<file path="src/rtl/key_debounce_pulse.sv">
// Key debouncer with one-cycle command pulses and optional auto-repeat.
// Each key has its own 2-FF synchroniser, timing counter and five-state FSM.
// A key that is held through reset is treated as a new press once reset lifts.
module key_debounce_pulse #(
  parameter int                N_KEYS       = 4,
  parameter int                DEBOUNCE_CYC = 1_000_000,
  parameter int                HOLD_CYC     = 25_000_000,
  parameter int                REPEAT_CYC   = 5_000_000,
  parameter logic [N_KEYS-1:0] REPEAT_EN    = N_KEYS'(4'b1100)
) (
  input  logic              clk,
  input  logic              rst,
  input  logic [N_KEYS-1:0] key_in,
  output logic [N_KEYS-1:0] key_pulse,
  output logic [N_KEYS-1:0] key_level
);

  localparam int MAX_AB  = (DEBOUNCE_CYC > HOLD_CYC) ? DEBOUNCE_CYC : HOLD_CYC;
  localparam int MAX_CYC = (MAX_AB > REPEAT_CYC) ? MAX_AB : REPEAT_CYC;
  localparam int CNT_W   = $clog2(MAX_CYC + 1);

  localparam logic [CNT_W-1:0] DB_LAST   = CNT_W'(DEBOUNCE_CYC - 1);
  localparam logic [CNT_W-1:0] HOLD_LAST = CNT_W'(HOLD_CYC - 1);
  localparam logic [CNT_W-1:0] REP_LAST  = CNT_W'(REPEAT_CYC - 1);

  typedef enum logic [2:0] {
    IDLE,
    PRESS_DB,
    PRESSED,
    REPEAT,
    RELEASE_DB
  } state_t;

  for (genvar i = 0; i < N_KEYS; i++) begin : g_key
    logic             sync1;
    logic             s;
    state_t           state;
    state_t           next_state;
    logic [CNT_W-1:0] cnt;
    logic [CNT_W-1:0] next_cnt;
    logic             from_repeat;
    logic             next_from_repeat;
    logic             pulse_next;
    logic             pulse_q;
    logic             level_q;

    // Two-stage synchroniser; resets to "released" so a held key looks like a fresh press
    always_ff @(posedge clk or posedge rst) begin
      if (rst) begin
        sync1 <= 1'b1;
        s     <= 1'b1;
      end else begin
        sync1 <= key_in[i];
        s     <= sync1;
      end
    end

    // State, timing counter and registered outputs
    always_ff @(posedge clk or posedge rst) begin
      if (rst) begin
        state       <= IDLE;
        cnt         <= '0;
        from_repeat <= 1'b0;
        pulse_q     <= 1'b0;
        level_q     <= 1'b0;
      end else begin
        state       <= next_state;
        cnt         <= next_cnt;
        from_repeat <= next_from_repeat;
        pulse_q     <= pulse_next;
        level_q     <= (next_state == PRESSED) || (next_state == REPEAT) ||
                       (next_state == RELEASE_DB);
      end
    end

    // Next-state logic: a high s always wins over a timer expiry in the pressed states
    always_comb begin
      next_state       = state;
      next_cnt         = cnt + CNT_W'(1);
      next_from_repeat = from_repeat;
      pulse_next       = 1'b0;
      case (state)
        IDLE: begin
          next_cnt = '0;
          if (!s) next_state = PRESS_DB;
        end
        PRESS_DB: begin
          if (s) begin
            next_state = IDLE;
            next_cnt   = '0;
          end else if (cnt == DB_LAST) begin
            next_state = PRESSED;
            next_cnt   = '0;
            pulse_next = 1'b1;
          end
        end
        PRESSED: begin
          if (s) begin
            next_state       = RELEASE_DB;
            next_cnt         = '0;
            next_from_repeat = 1'b0;
          end else if (REPEAT_EN[i]) begin
            if (cnt == HOLD_LAST) begin
              next_state = REPEAT;
              next_cnt   = '0;
              pulse_next = 1'b1;
            end
          end else begin
            next_cnt = cnt;
          end
        end
        REPEAT: begin
          if (s) begin
            next_state       = RELEASE_DB;
            next_cnt         = '0;
            next_from_repeat = 1'b1;
          end else if (cnt == REP_LAST) begin
            next_cnt   = '0;
            pulse_next = 1'b1;
          end
        end
        RELEASE_DB: begin
          if (!s) begin
            next_state = from_repeat ? REPEAT : PRESSED;
            next_cnt   = '0;
          end else if (cnt == DB_LAST) begin
            next_state = IDLE;
            next_cnt   = '0;
          end
        end
        default: begin
          next_state = IDLE;
          next_cnt   = '0;
        end
      endcase
    end

    assign key_pulse[i] = pulse_q;
    assign key_level[i] = level_q;
  end

endmodule

</file>
<file path="config.mk">
export PLATFORM = sky130hd
export DESIGN_NAME = key_debounce_pulse
export DESIGN_NICKNAME = d
export VERILOG_FILES = /design/src/rtl/key_debounce_pulse.sv
export SDC_FILE = /design/constraint.sdc
export NUM_CORES = 1
export LEC_CHECK = 0
export BUFFER_PORTS_ARGS = -buffer_cell sky130_fd_sc_hd__buf_2
export CORE_UTILIZATION = 35
export CTS_CLUSTER_DIAMETER = 80
export CTS_CLUSTER_SIZE = 14
export DETAILED_ROUTE_END_ITERATION = 12
export PLACE_DENSITY_LB_ADDON = 0.2
export RECOVER_POWER = 50
export SLEW_MARGIN = 20
export SYNTH_ARGS = -nofsm -noshare
export SYNTH_HDL_FRONTEND = slang
export SYNTH_SLANG_ARGS = --single-unit
</file>
<file path="constraint.sdc">
create_clock -name clk -period 4.12 [get_ports clk]
set_clock_uncertainty 0.2 [all_clocks]
set_input_delay 0.618 -clock clk [delete_from_list [all_inputs] [get_ports clk]]
set_output_delay 0.618 -clock clk [all_outputs]
set_load 0.02 [all_outputs]
</file>
== Yosys cells after proc, flatten, opt, wreduce, memory -nomap -nowiden ==
Index checks and enable logic that the tools add are counted.

* Bits in registers: 132
* Input bits: 6
* Output and inout port bits: 8
* Word-level logic and storage cells: 202

* Add/subtract/negate cells: 4
* Equal/unequal tests: 46
* Multiplexer cells: 102
* Reductions and logical operators: 22

{| class="wikitable"
|+ Operators by type and width
! cell !! count
|-
| two-way mux 25 bit || 26
|-
| one-hot mux 25 bit (4 select lines) || 4
|-
| adder 25 x 1 -> 25 bit (second input constant) || 4
|-
| == test 25 x 20 -> 1 bit (second input constant) || 4
|-
| == test 25 x 23 -> 1 bit (second input constant) || 4
|-
| two-way mux 3 bit || 28
|-
| == test 25 bit (second input constant) || 2
|-
| == test 3 x 2 -> 1 bit (second input constant) || 16
|-
| two-way mux 1 bit || 32
|-
| one-hot mux 3 bit (5 select lines) || 2
|-
| == test 3 bit (second input constant) || 8
|-
| one-hot mux 3 bit (4 select lines) || 2
|-
| != test 2 bit (second input constant) || 8
|-
| == test 3 x 1 -> 1 bit (second input constant) || 4
|-
| logical NOT 3 bit || 4
|-
| one-hot mux 1 bit (2 select lines) || 6
|-
| AND reduction 3 bit || 4
|-
| logical OR 1 bit || 8
|-
| nonzero test 2 bit || 4
|-
| one-hot mux 1 bit (3 select lines) || 2
|-
| OR reduction 2 bit || 2
|}

== Longest topological paths before layout ==
Gate-level depths: netlist of the first run.

* Depth after elaboration: 7
* Mapped depth: 8
* Gate-level depth less buffers: 7

== Worst setup path after synthesis of the first run ==
OpenSTA, ideal clock, no wires.

* Kind: reg2reg
* Start: register g_key[1].cnt[15]
* End: register g_key[1].cnt[21]
* Library setup time: 124 ps
* Arrival time: 1985 ps
* Required time: 3796 ps
* Setup slack: 1811 ps
* Stages on the path, launching flop included: 8
* Path buffers: 1
* Cell sequence: dfrtp_1 -> or4_1 -> nor3_4 -> o211ai_4 -> a21oi_4 -> buf_6 -> nor2_1 -> a211o_1

* Cells in the longest elaborated chain, start to end: 4
* Elaborated cells between the ends (all ways): 9

{| class="wikitable"
|+ Ends and longest elaborated chain
! what !! RTL line !! text
|-
| from (decl) || 39 || <nowiki>logic [CNT_W-1:0] cnt;</nowiki>
|-
| from (signal assigned) || 68 || <nowiki>cnt <= next_cnt;</nowiki>
|-
| adder 25 x 1 -> 25 bit (tied with other cells) || 79 || <nowiki>next_cnt = cnt + CNT_W'(1);</nowiki>
|-
| two-way mux 25 bit (on tied branches) || 91, 126, 117 ||
|-
| two-way mux 25 bit (on tied branches) || 123, 113, 88 ||
|-
| one-hot mux 25 bit (4 select lines) (*) || 82 || <nowiki>case (state)</nowiki>
|}

Every way passes the cells marked *; elsewhere a longest branch is shown, timed or not.
A chain may end at the register's enable or synchronous reset.

==> results.txt, run 1 <==
- Period utilisation layout: 71.4%
* DRT Wirelength: 13.2 mm
- For this run, the leading register cell type out of synthesis is dfrtp_1.
- Fmax: 0.340 GHz
- Vias in the first global route: 4,922
* Setup crit start kind: input port
* Initial antenna violation count: 0
- CTS buffer count: 17
- Final Slew Violations: 111
* Final Hold Violating Endpoints: 0
- Of all nets on the critical path, the largest fanout is between 70 and 80.
* Static leakage: 3.19 nW
- 0 antenna diodes ended up in the layout.
- Worst setup path class: input port to async pin
- Proportion of synthesized chip area in sequential cells: slightly below 50%
- Syn-to-layout area delta: 12.7%
* Arrival time reported for the critical path endpoint: about 2900 ps
- Overall Global Routing Usage: 14.6%
- In this run the cell area measured after placement is 7050 µm².
- DPL Wire Length: approximately 8.8 mm
- The tree is rooted in a clkbuf_16.
* Setup repair after global routing missed its margin: false
* Post-Synthesis Cells: 716
- Number of violations reported at the end of detailed-routing iteration 0: 270
* Overflow left after global routing: 0
* Residual DRC count: 0
* Number of gates resized after CTS: 0
- In the synthesized netlist the async set-or-reset flop fraction comes to 100%.
- The synthesized design devotes to its leading area cell type a little under half of total area.
- Clock edge transition at the registers on the reported setup and hold paths: 50 ps
- Mean Syn Cell Area: 9.52 µm²
- Top cells by area in the synthesized netlist: dfrtp_1 46%, xor2_1 7.1%, nor2_1 5.7%, nand2_1 3.7%, nand3_1 3.2%
* Vias post-DR: ~5,000
- Across the VDD grid, the largest voltage drop is 0.251 mV.
- Final setup vio count: 0
- Run status: finished with violations
- Tightest Hold Check Type: input port to flop
- CTS sink cnt: about 130
- Summed over all instances, the cell type with the most area after synthesis is dfrtp_1.
- Counting distinct cell types in the post-synthesis netlist gives 61.
- Power density normalized to cell area: 396 nW/µm²
- The count of buffers added on input and output ports is 13.
- CTS H-tree lvls: 4
* Number of flops mapped to enable cells by yosys: 0
* Required time reported for the critical path endpoint: 4090 ps
* Die Span Y: 142 µm
- TritonCTS built the clock tree.
- Floorplan core area: 18,900 µm²
- Once detail routing completed, the nets flagged for antenna violations numbered 0.
- The first global-routing pass estimated 23.4 mm of wire.
- The final reports fail on max-capacitance violations, max-slew violations.
- Counting flops and latches in the post-synthesis netlist gives between 100 and 150.
- Area of the die: 20,000 µm²
- Clock latency on the worst-skew pair, taken at its later pin, is between 400 and 500 ps.
* Total Negative Setup Slacks: 0 ps
* Number of nets produced by synthesis: 726
- The tool flagged a number of max-cap violations equal to 2.
- Count of standard-cell rows: 50
- The worst setup path is captured at an async pin.
- Once the floorplan was initialized, standard cells occupied 36.1% of the core.
* Width of the die: around 140 µm
- The finished cells cover about 7700 µm².
- Post-DR wirelength/cell: ~13 µm
- Actual transition at the worst max-transition pin: 1860 ps
- The number of setup buffers added after CTS is 0.
- During synthesis, Yosys emitted a total of 0 warnings.
- Shortest clock period the worst path allows after layout: 2940 ps
* Mapped Area: 6810 µm²
- 14 I/O pins were placed.
- At the end of routability-driven placement, the weighted congestion stood at 0.780.
* Maximum number of pins on one net before global-route repair: 77
- Number of buffers added to fix hold violations after cts: 0
- Number of optimization iterations in the first detailed-route pass: 5
- Worst slew margin relative to its limit: -24.0%
- Cells with a size suffix above 1 make up 10.7% of the layout.
- Clock Path Buffers: 2
* Number of vias per cell after detailed routing: 5.04
- After the last flow step, the layout net total stands at 727.
==> metal layers <==
metal | part of all wire (%) | track usage [%] | wire length (µm)
met5 | 0 | 0 | 0
met4 | 1.2 | 5.09 | 163
met3 | 3.0 | 3.95 | 401
met2 | 46 | 23.7 | 6120
met1 | 49 | 18.7 | 6530
==> report_power, final <==
part	leakage [nW]	internal [W]	switching, W	total (W)
clock	0.312	0.00109	0.000545	0.00164
sequential	1.80	0.00131	0.0000150	0.00133
combinational	1.07	0.0000168	0.0000565	0.0000734
total	3.19	0.00242	0.000617	0.00304
==> critical path, stage by stage <==
cell and delay [ps]:
buf_2 100, clkinvlp_2 650, clkbuf_2 1460
==> area by class of cell <==
class                      instances  area [µm²]
fill                            1883       11200
sequential                       132        3310
multi-input combinational        530        3230
clock buffer                      24         502
tap                              260         325
clock inverter                     8         145
timing repair buffer              17        88.8
inverter                          19        72.6
==> Yosys cell counts, types with 2 or more instances <==
cell	number
a2111oi_0	2
a211o_1	3
a21boi_0	3
a21o_1	7
a21oi_1	23
a221oi_1	3
and3_1	18
and4_1	9
buf_2	6
buf_4	8
buf_6	4
clkbuf_1	17
dfrtp_1	124
dfstp_2	8
ha_1	4
inv_1	19
mux2_2	3
nand2_1	68
nand2b_1	4
nand3_1	43
nand3b_1	4
nand4_1	28
nor2_1	104
nor2b_1	11
nor3_1	19
nor3_2	2
nor3b_1	5
nor4_1	6
nor4_2	3
nor4b_1	4
o211ai_1	4
o21a_1	3
o21ai_0	20
o21ai_1	2
o22ai_1	2
or2_2	5
or3_1	9
or4_1	9
or4b_2	3
xnor2_1	22
xor2_1	55
==> cells in the final DEF (no fill, tap or decap), types with 4 or more instances in the layout <==
cell / synthesis / routed
and3_1: 18 / 18
xnor2_1: 22 / 22
or3_1: 9 / 9
nand3_1: 43 / 43
nand4_1: 28 / 28
a21o_1: 7 / 7
or4_1: 9 / 9
nor3_1: 19 / 19
o211ai_1: 4 / 4
nor2_1: 104 / 104
inv_1: 19 / 18
dfstp_2: 8 / 6
bufinv_16: 0 / 4
a21oi_1: 23 / 23
nand2_1: 68 / 68
or2_2: 5 / 5
ha_1: 4 / 4
xor2_1: 55 / 55
buf_2: 6 / 13
nor2b_1: 11 / 11
nand3b_1: 4 / 4
nor4b_1: 4 / 4
clkbuf_8: 0 / 5
nand2b_1: 4 / 4
nor3b_1: 5 / 5
clkbuf_16: 0 / 17
and4_1: 9 / 9
dfrtp_1: 124 / 124
nor4_1: 6 / 6
o21ai_0: 20 / 20
==> cell families after synthesis <==
family	count (synthesis)	synth area share (%)
and+or+nand+nor	362	27.7
DFF	132	48.6
AOI/OAI and AO/OA	83	8.45
xor gates and xnor gates	77	9.90
buffers and inverters	54	3.97
muxes	4	0.643
adders and majority gates	4	0.735
==> sequential cells by signal, summed over array words and instances, names as in the netlist <==
name,flops
g_key.cnt,100
g_key.sync1,4
g_key.from_repeat,4
g_key.state,12
g_key.level_q,4
g_key.s,4
g_key.pulse_q,4
==> worst paths after layout <==
kind | slack [ps] | startpoint | cells after the start | to
worst max-delay path | 1180 | rst | 3 | g_key[0].cnt[19]
worst min register to register | 150 | g_key[2].sync1 | 0 | g_key[2].s
worst min-delay path | 100 | key_in[2] | 1 | g_key[2].sync1
max in group clk | 1280 | g_key[0].cnt[0] | 8 | g_key[0].cnt[12]
worst max register to register | 1280 | g_key[0].cnt[0] | 8 | g_key[0].cnt[12]
min in group asynchronous | 210 | rst | 2 | g_key[2].cnt[4]
==> stage by stage <==
| stage | worst slack (ps) | util, % | cells | power (W) | hold WS [ps] |
|---|---|---|---|---|---|
| 6_report | 1180 | 40.6 | 990 | 0.00304 | 97.6 |
| 3_3_place_gp | 1360 | 37.3 | 958 | 0.00143 | 147 |
| 2_1_floorplan | 1670 | - | 716 | 0.00141 | 145 |
| 5_1_grt | 613 | 40.6 | 990 | 0.00315 | 74.4 |
| 3_5_place_dp | 1270 | 37.3 | 958 | 0.00143 | 147 |
| 4_1_cts | 1270 | 40.7 | 990 | 0.00309 | 72.8 |
Power figures use the tool's default switching activity.
==> run 2: changes to the inputs <==
clock period = 2.8 ns   (was 4.12 ns; I/O delays follow)
==> results.txt, run 2 (synthesized netlist as in run 1, its figures left out) <==
* Proportion of layout cells with a drive suffix above 1: between 10% and 20%
- In the routed design, unresolved DRC markers number 0.
* Reg-to-reg startpoint: g_key[1].cnt[13]
- CTS buffer count: 17
- Worst path bufs/invs: 0
* First-pass GRT wire length: 23.4 mm
* Post-DR wirelength/cell: 13.0 µm
* Die Span Y: 142 µm
- During I/O placement, the number of pins put on the boundary was 14.
- DRT Wirelength: 13.1 mm
* Final Slew Violations: 74
- Setup repair after global routing left no endpoint under its margin.
* Routability congestion estimate: around 0.77
- Static leakage: 3.25 nW
- In this run the remaining antenna-violating nets after routing total 0.
- For this run, the total global-route usage over all layers was measured as between 10% and 20%.
- Data arrives at the worst endpoint at 2690 ps.
- Setup violations remaining at the end of the flow were counted as 0.
- Leaving out fill and tap cells, the most frequent cell in the layout is dfrtp_1.
- CTS H-tree lvls: 4
* Total Negative Setup Slacks: 0 ps
- The first TritonRoute pass finished after 4 iterations.
- The worst-case IR drop observed on VDD is 0.402 mV.
- Area of the die: 20,000 µm²
- Once the floorplan was initialized, standard cells occupied 36.1% of the core.
- Critical path's top delay family: simple AND/OR/NAND/NOR gates
- The tool flagged a number of max-cap violations equal to 1.
* Width of the die: 142 µm
* Vias post-DR: between 4,000 and 5,000
- In this run, post-CTS hold repair placed 5 buffers.
- The slowest stage of the critical path belongs to the cell or4_1.
- The largest registers in the layout are g_key.cnt (100), g_key.state (12).
- Period utilisation layout: 92.3%
* Series of cell instances along the critical path: or4_1 > nor3_4 > o211ai_4 > a21oi_4 > nor3_1 > a211o_1
- For this design, the sink count on the clock tree is 132.
- Power spread over the standard cell area amounts to 594 nW/µm².
- Post-route design area: ~7800 µm²
- Critical Path Sink Type: flop
- Ranked by flip-flop count, first place goes to g_key.cnt.
* Final Net Count: between 700 and 800
* Tightest Hold Check Type: flop to flop
- The worst setup path is of the flop to flop kind.
- The number of antenna violations at the first check in global routing is 0.
- For this run the aggregate overflow at the end of global routing stands at 0.
- Run status: finished with violations
- Worst slew margin relative to its limit: -6.51%
* Placed instance area: between 7000 and 8000 µm²
- Fmax: 0.387 GHz
- Peak per-stage delay on the critical path: 590 ps
- Number of violations reported at the end of detailed-routing iteration 0: 254
- Fill cells in the final layout number 1,816.
- The most critical setup path has its startpoint at g_key[1].cnt[13].
- Using the TritonRoute via totals, the vias-per-cell ratio works out to 4.97.
- Vias in the first global route: 4,958
- TritonCTS built the clock tree.
- The final reports fail on max-capacitance violations, max-slew violations.
- The core region is about 19,000 µm².
* Worst hold path startpoint: g_key[1].sync1
- STA classifies the critical path startpoint as a flop.
- DPL Wire Length: between 8 and 9 mm
- Count of antenna diodes in the layout: 0
* Number of gates resized after CTS: 0
- Maximum number of pins on one net before global-route repair: 74
- Leaving out fill and tap cells, the most frequent cells in the layout are 124 x dfrtp_1, 104 x nor2_1, 68 x nand2_1, 55 x xor2_1, 43 x nand3_1.
* Setup bufs post-CTS: 0
- Quantity of I/O buffers inserted on ports: 13
- Required time reported for the critical path endpoint: slightly below 3000 ps
- The floorplan has 50 rows.
- No sink is reached through more buffers than the 2 on the longest clock path.
* Maximum fanout along the worst path: 15
* Insertion delay to the later sink of the worst-skew pair: 420 ps
- The register with the most flip-flops in the layout has 100 of them.
- From synthesis to final layout, the design area changed by 15.0%.
- Shortest clock period the worst path allows after layout: 2580 ps
- Clock-pin slew was measured on the worst setup and hold paths at 60 ps.
- Actual transition at the worst max-transition pin: between 1500 and 2000 ps
* Root buf cell: clkbuf_16
- The number of hold violations in the final report came to 0.
[run 2: cell count changes in the layout (fill, tap and decap cells not counted)]
cell,before,now
clkinvlp_4,2,1
clkinvlp_2,1,0
dfstp_1,2,1
buf_4,2,9
clkbuf_1,3,10
bufinv_16,4,6
dlygate4sd3_1,0,5
dfstp_2,6,7
buf_12,0,1
buf_2,13,5
clkinv_2,2,3
[run 2: layout make-up]
cell class / instances / area, µm² / area share, %
Timing Repair Buffer: 30 / 201 / 2.57
Multi-Input combinational cell: 530 / 3230 / 41.2
Clock inverter: 9 / 195 / 2.49
Clock buffer: 23 / 498 / 6.35
Tap cell: 260 / 325 / 4.15
Inverter: 19 / 75.1 / 0.958
Sequential cell: 132 / 3310 / 42.3
[run 2: layer usage]
metal  up-vias  part of all wire (%)  track usage, %
met2        52                    46            22.8
met3        10                   3.0            3.98
met1      2404                    50            19.5
met5         -                     0               0
met4         0                   1.1            4.70
li1       2521                     -               -
[run 2: report_power, final]
| part | leakage (nW) | switching, W | internal [W] |
|---|---|---|---|
| sequential | 1.80 | 0.0000215 | 0.00193 |
| clock | 0.343 | 0.000803 | 0.00179 |
| combinational | 1.10 | 0.0000843 | 0.0000353 |
[run 2: stage by stage]
stage | hold WS (ps) | std cells | total power (W) | utilization [%] | setup WS [ps]
2_1_floorplan | 145 | 716 | 0.00207 | - | 491
3_3_place_gp | 147 | 966 | 0.00211 | 37.7 | 307
3_5_place_dp | 147 | 966 | 0.00211 | 37.7 | 244
4_1_cts | 155 | 1003 | 0.00474 | 41.6 | 213
5_1_grt | 160 | 1003 | 0.00483 | 41.5 | 60.5
6_report | 154 | 1003 | 0.00466 | 41.5 | 216
[run 2: final timing paths]
path	end	slack, ps	depth (start not counted)
max in group asynchronous	g_key[0].cnt[19]	470	4
max reg2reg	g_key[1].cnt[21]	220	6
max	g_key[1].cnt[21]	220	6
min in group asynchronous	g_key[3].state[0]	870	4
min	g_key[1].s	150	0
min reg2reg	g_key[1].s	150	0
==> run 3: changes to the inputs <==
==> constraint.sdc (replaced) <==
create_clock -name clk -period 2.8 [get_ports clk]
set_clock_uncertainty 0.2 [all_clocks]
set_input_delay 0.28 -clock clk [delete_from_list [all_inputs] [get_ports clk]]
set_output_delay 0.28 -clock clk [all_outputs]
set_load 0.02 [all_outputs]
==> results.txt, run 3 (synthesized netlist as in run 1, its figures left out) <==
- In this run the critical register-to-register path is captured at g_key[0].cnt[24].
- The final layout contains routed wiring with a total length of 13.6 mm.
* Commonest cells after routing, fill and taps aside: 124 x dfrtp_1, 104 x nor2_1, 68 x nand2_1, 55 x xor2_1, 43 x nand3_1
* Max reg flops: 100
- Of all nets on the critical path, the largest fanout is 6.
* Post-route design area: 7740 µm²
- From bottom edge to top edge, the die measures 142 µm.
* Floorplan core area: 18,900 µm²
- The net count of the finished layout is 741.
- Number of cells on the worst reg-to-reg path: 7
- Part of the power in combinational logic: 2.9%
- Root buf cell: clkbuf_16
- CTS H-tree lvls: 4
- In this run the tool buffered the top-level ports with 13 buffer cells.
- Routability congestion estimate: 0.773
- The number of antenna violations at the first check in global routing is 0.
- Hold Path Cell Cnt: 0
* Area of the die: 20,000 µm²
- CTS saw ~130 sinks.
- The via count of the first global-routing pass was approximately 5,000.
* Count of standard-cell rows: 50
* Fmax: 0.378 GHz
- Worst slew margin relative to its limit: 31.5%
* Setup crit start kind: flop
- Hold Crit Endpoint: g_key[1].s
- Minimum hold slack: 155 ps
* Worst hold path startpoint: g_key[1].sync1
* Flop pwr share: 46.0%
- Switching power summed over all nets: 0.000875 W
- The number of clock buffers added by TritonCTS is 17.
- After detailed routing, the number of vias per cell comes to about 5.1.
- Setup repair after global routing left no endpoint under its margin.
- Reg-to-reg startpoint: g_key[0].cnt[0]
- The final number of max-transition violations came to 0.
- Residual DRC count: 0
* Period utilisation layout: 94.4%
- Most common library cell in the layout ignoring fill and taps: dfrtp_1
- Initial standard-cell utilization of the core: 36.1%
- Among all stages on the critical path, the largest delay is contributed by or4_1.
- Series of cell instances along the critical path: ha_1 > nand4_1 > or4_1 > nor2_1 > nand3_1 > xor2_1 > a21oi_1
* Width of the die: 142 µm
- Relative to the synthesized area, the layout overhead comes to 13.6%.
- Worst setup path class: flop to flop
- Counting both buffers and inverters, the worst setup path holds a total of 0.
* Critical path's top delay family: simple AND/OR/NAND/NOR gates
* Peak per-stage delay on the critical path: around 650 ps
- Largest reg by FF count: g_key.cnt
- In the final layout, the share of cells above drive strength 1 is 10.9%.
- Total Negative Setup Slacks: 0 ps
- Shortest clock period the worst path allows after layout: 2640 ps
- Static leakage: ~3.2 nW
* Clock edge transition at the registers on the reported setup and hold paths: 60 ps
- Number of optimization iterations in the first detailed-route pass: 6
- Setup bufs post-CTS: 0
- At the worst endpoint, the required time is 2940 ps.
- Final setup vio count: 0
- Power density normalized to cell area: 549 nW/µm²
- Count of antenna diodes in the layout: 0
- Tightest Hold Check Type: flop to flop
- After detailed placement, the total cell area comes to 7130 µm².
- Global routing consumed, over all layers together, ~15% of the routing resources.
- Arrival time reported for the critical path endpoint: 2780 ps
* Setup slack on the worst flop-to-flop path: 160 ps
* Maximum number of pins on one net before global-route repair: 74
- Summed over all layers, the global routing overflow is 0.
- Vias post-DR: between 5,000 and 6,000
* Clock Path Buffers: 2
- Final Hold Violating Endpoints: 0
- The first global-routing pass estimated 23.7 mm of wire.
- In the final routed layout, each cell accounts on average for ~14 µm.
* Critical Path Sink Type: flop
- 14 I/O pins were placed.
- Largest registers: g_key.cnt (100), g_key.state (12)
* Detail Route Antenna Nets: 0
- Insertion delay to the later sink of the worst-skew pair: between 400 and 500 ps
- Share of total power in the clock network: 51.1%
* CTS tree: yes
* Fraction of power spent switching nets: about a fifth
- The flow ran to the end, and the final reports show no timing, DRC or antenna violations.
- Max-cap violations in this run came to 0.
- DPL Wire Length: 9.17 mm
- For the pin with the worst max-slew slack, the measured transition is 1030 ps.
* Number of violations reported at the end of detailed-routing iteration 0: 309
* Internal portion of total power: 0.00337 W
* Max rail drop VDD: 0.379 mV
## run 3: final cells by class
class                      instances  area (µm²)
timing repair buffer              31         213
inverter                          19        72.6
sequential                       132        3310
clock buffer                      28         547
clock inverter                     3        40.0
tap                              260         325
fill                            1869       11200
multi-input combinational        530        3230
## run 3: power by group through the flow
stage / sequential [W] / clock (W) / combinational [W]
final: 0.00195 / 0.00217 / 0.000123
after floorplan: 0.00197 / 0 / 0.0000970
after CTS: 0.00195 / 0.00224 / 0.000132
after global routing: 0.00195 / 0.00232 / 0.000141
after detailed placement: 0.00198 / 0 / 0.000126
after global placement: 0.00198 / 0 / 0.000122
## run 3: through the flow
step / setup WS (ps) / cells / power [W] / utilization, %
after global placement: 307 / 967 / 0.00211 / 37.7
final: 158 / 1003 / 0.00425 / 41.0
after detailed placement: 212 / 967 / 0.00211 / 37.7
after global routing: 3.38 / 1003 / 0.00442 / 41.0
after floorplan: 491 / 716 / 0.00207 / -
after CTS: 195 / 1003 / 0.00432 / 41.1
## run 3: worst max-delay path by stage
stage	cells past startpoint	to	from	slack, ps
global route	7	g_key[0].cnt[24]	g_key[0].cnt[0]	3
CTS	7	g_key[0].cnt[18]	g_key[0].cnt[0]	190
floorplan	7	g_key[1].cnt[21]	g_key[1].cnt[15]	490
detailed placement	7	g_key[0].cnt[18]	g_key[0].cnt[0]	210
global placement	6	g_key[1].cnt[21]	g_key[1].cnt[13]	310
finish	7	g_key[0].cnt[24]	g_key[0].cnt[0]	160
## run 3: routing by layer
metal / track usage [%] / share of wire [%] / up-vias
met1: 19.3 / 49 / 2495
met4: 5.43 / 0.80 / 0
li1: - / - / 2513
met2: 23.8 / 48 / 66
met3: 3.95 / 2.8 / 9
met5: 0 / 0 / -
## run 3: repair_timing
action,in CTS,in global routing
setup endpoints to repair,0,0
hold buffers,5,0
gates resized for setup,0,0
hold endpoints to repair,20,0
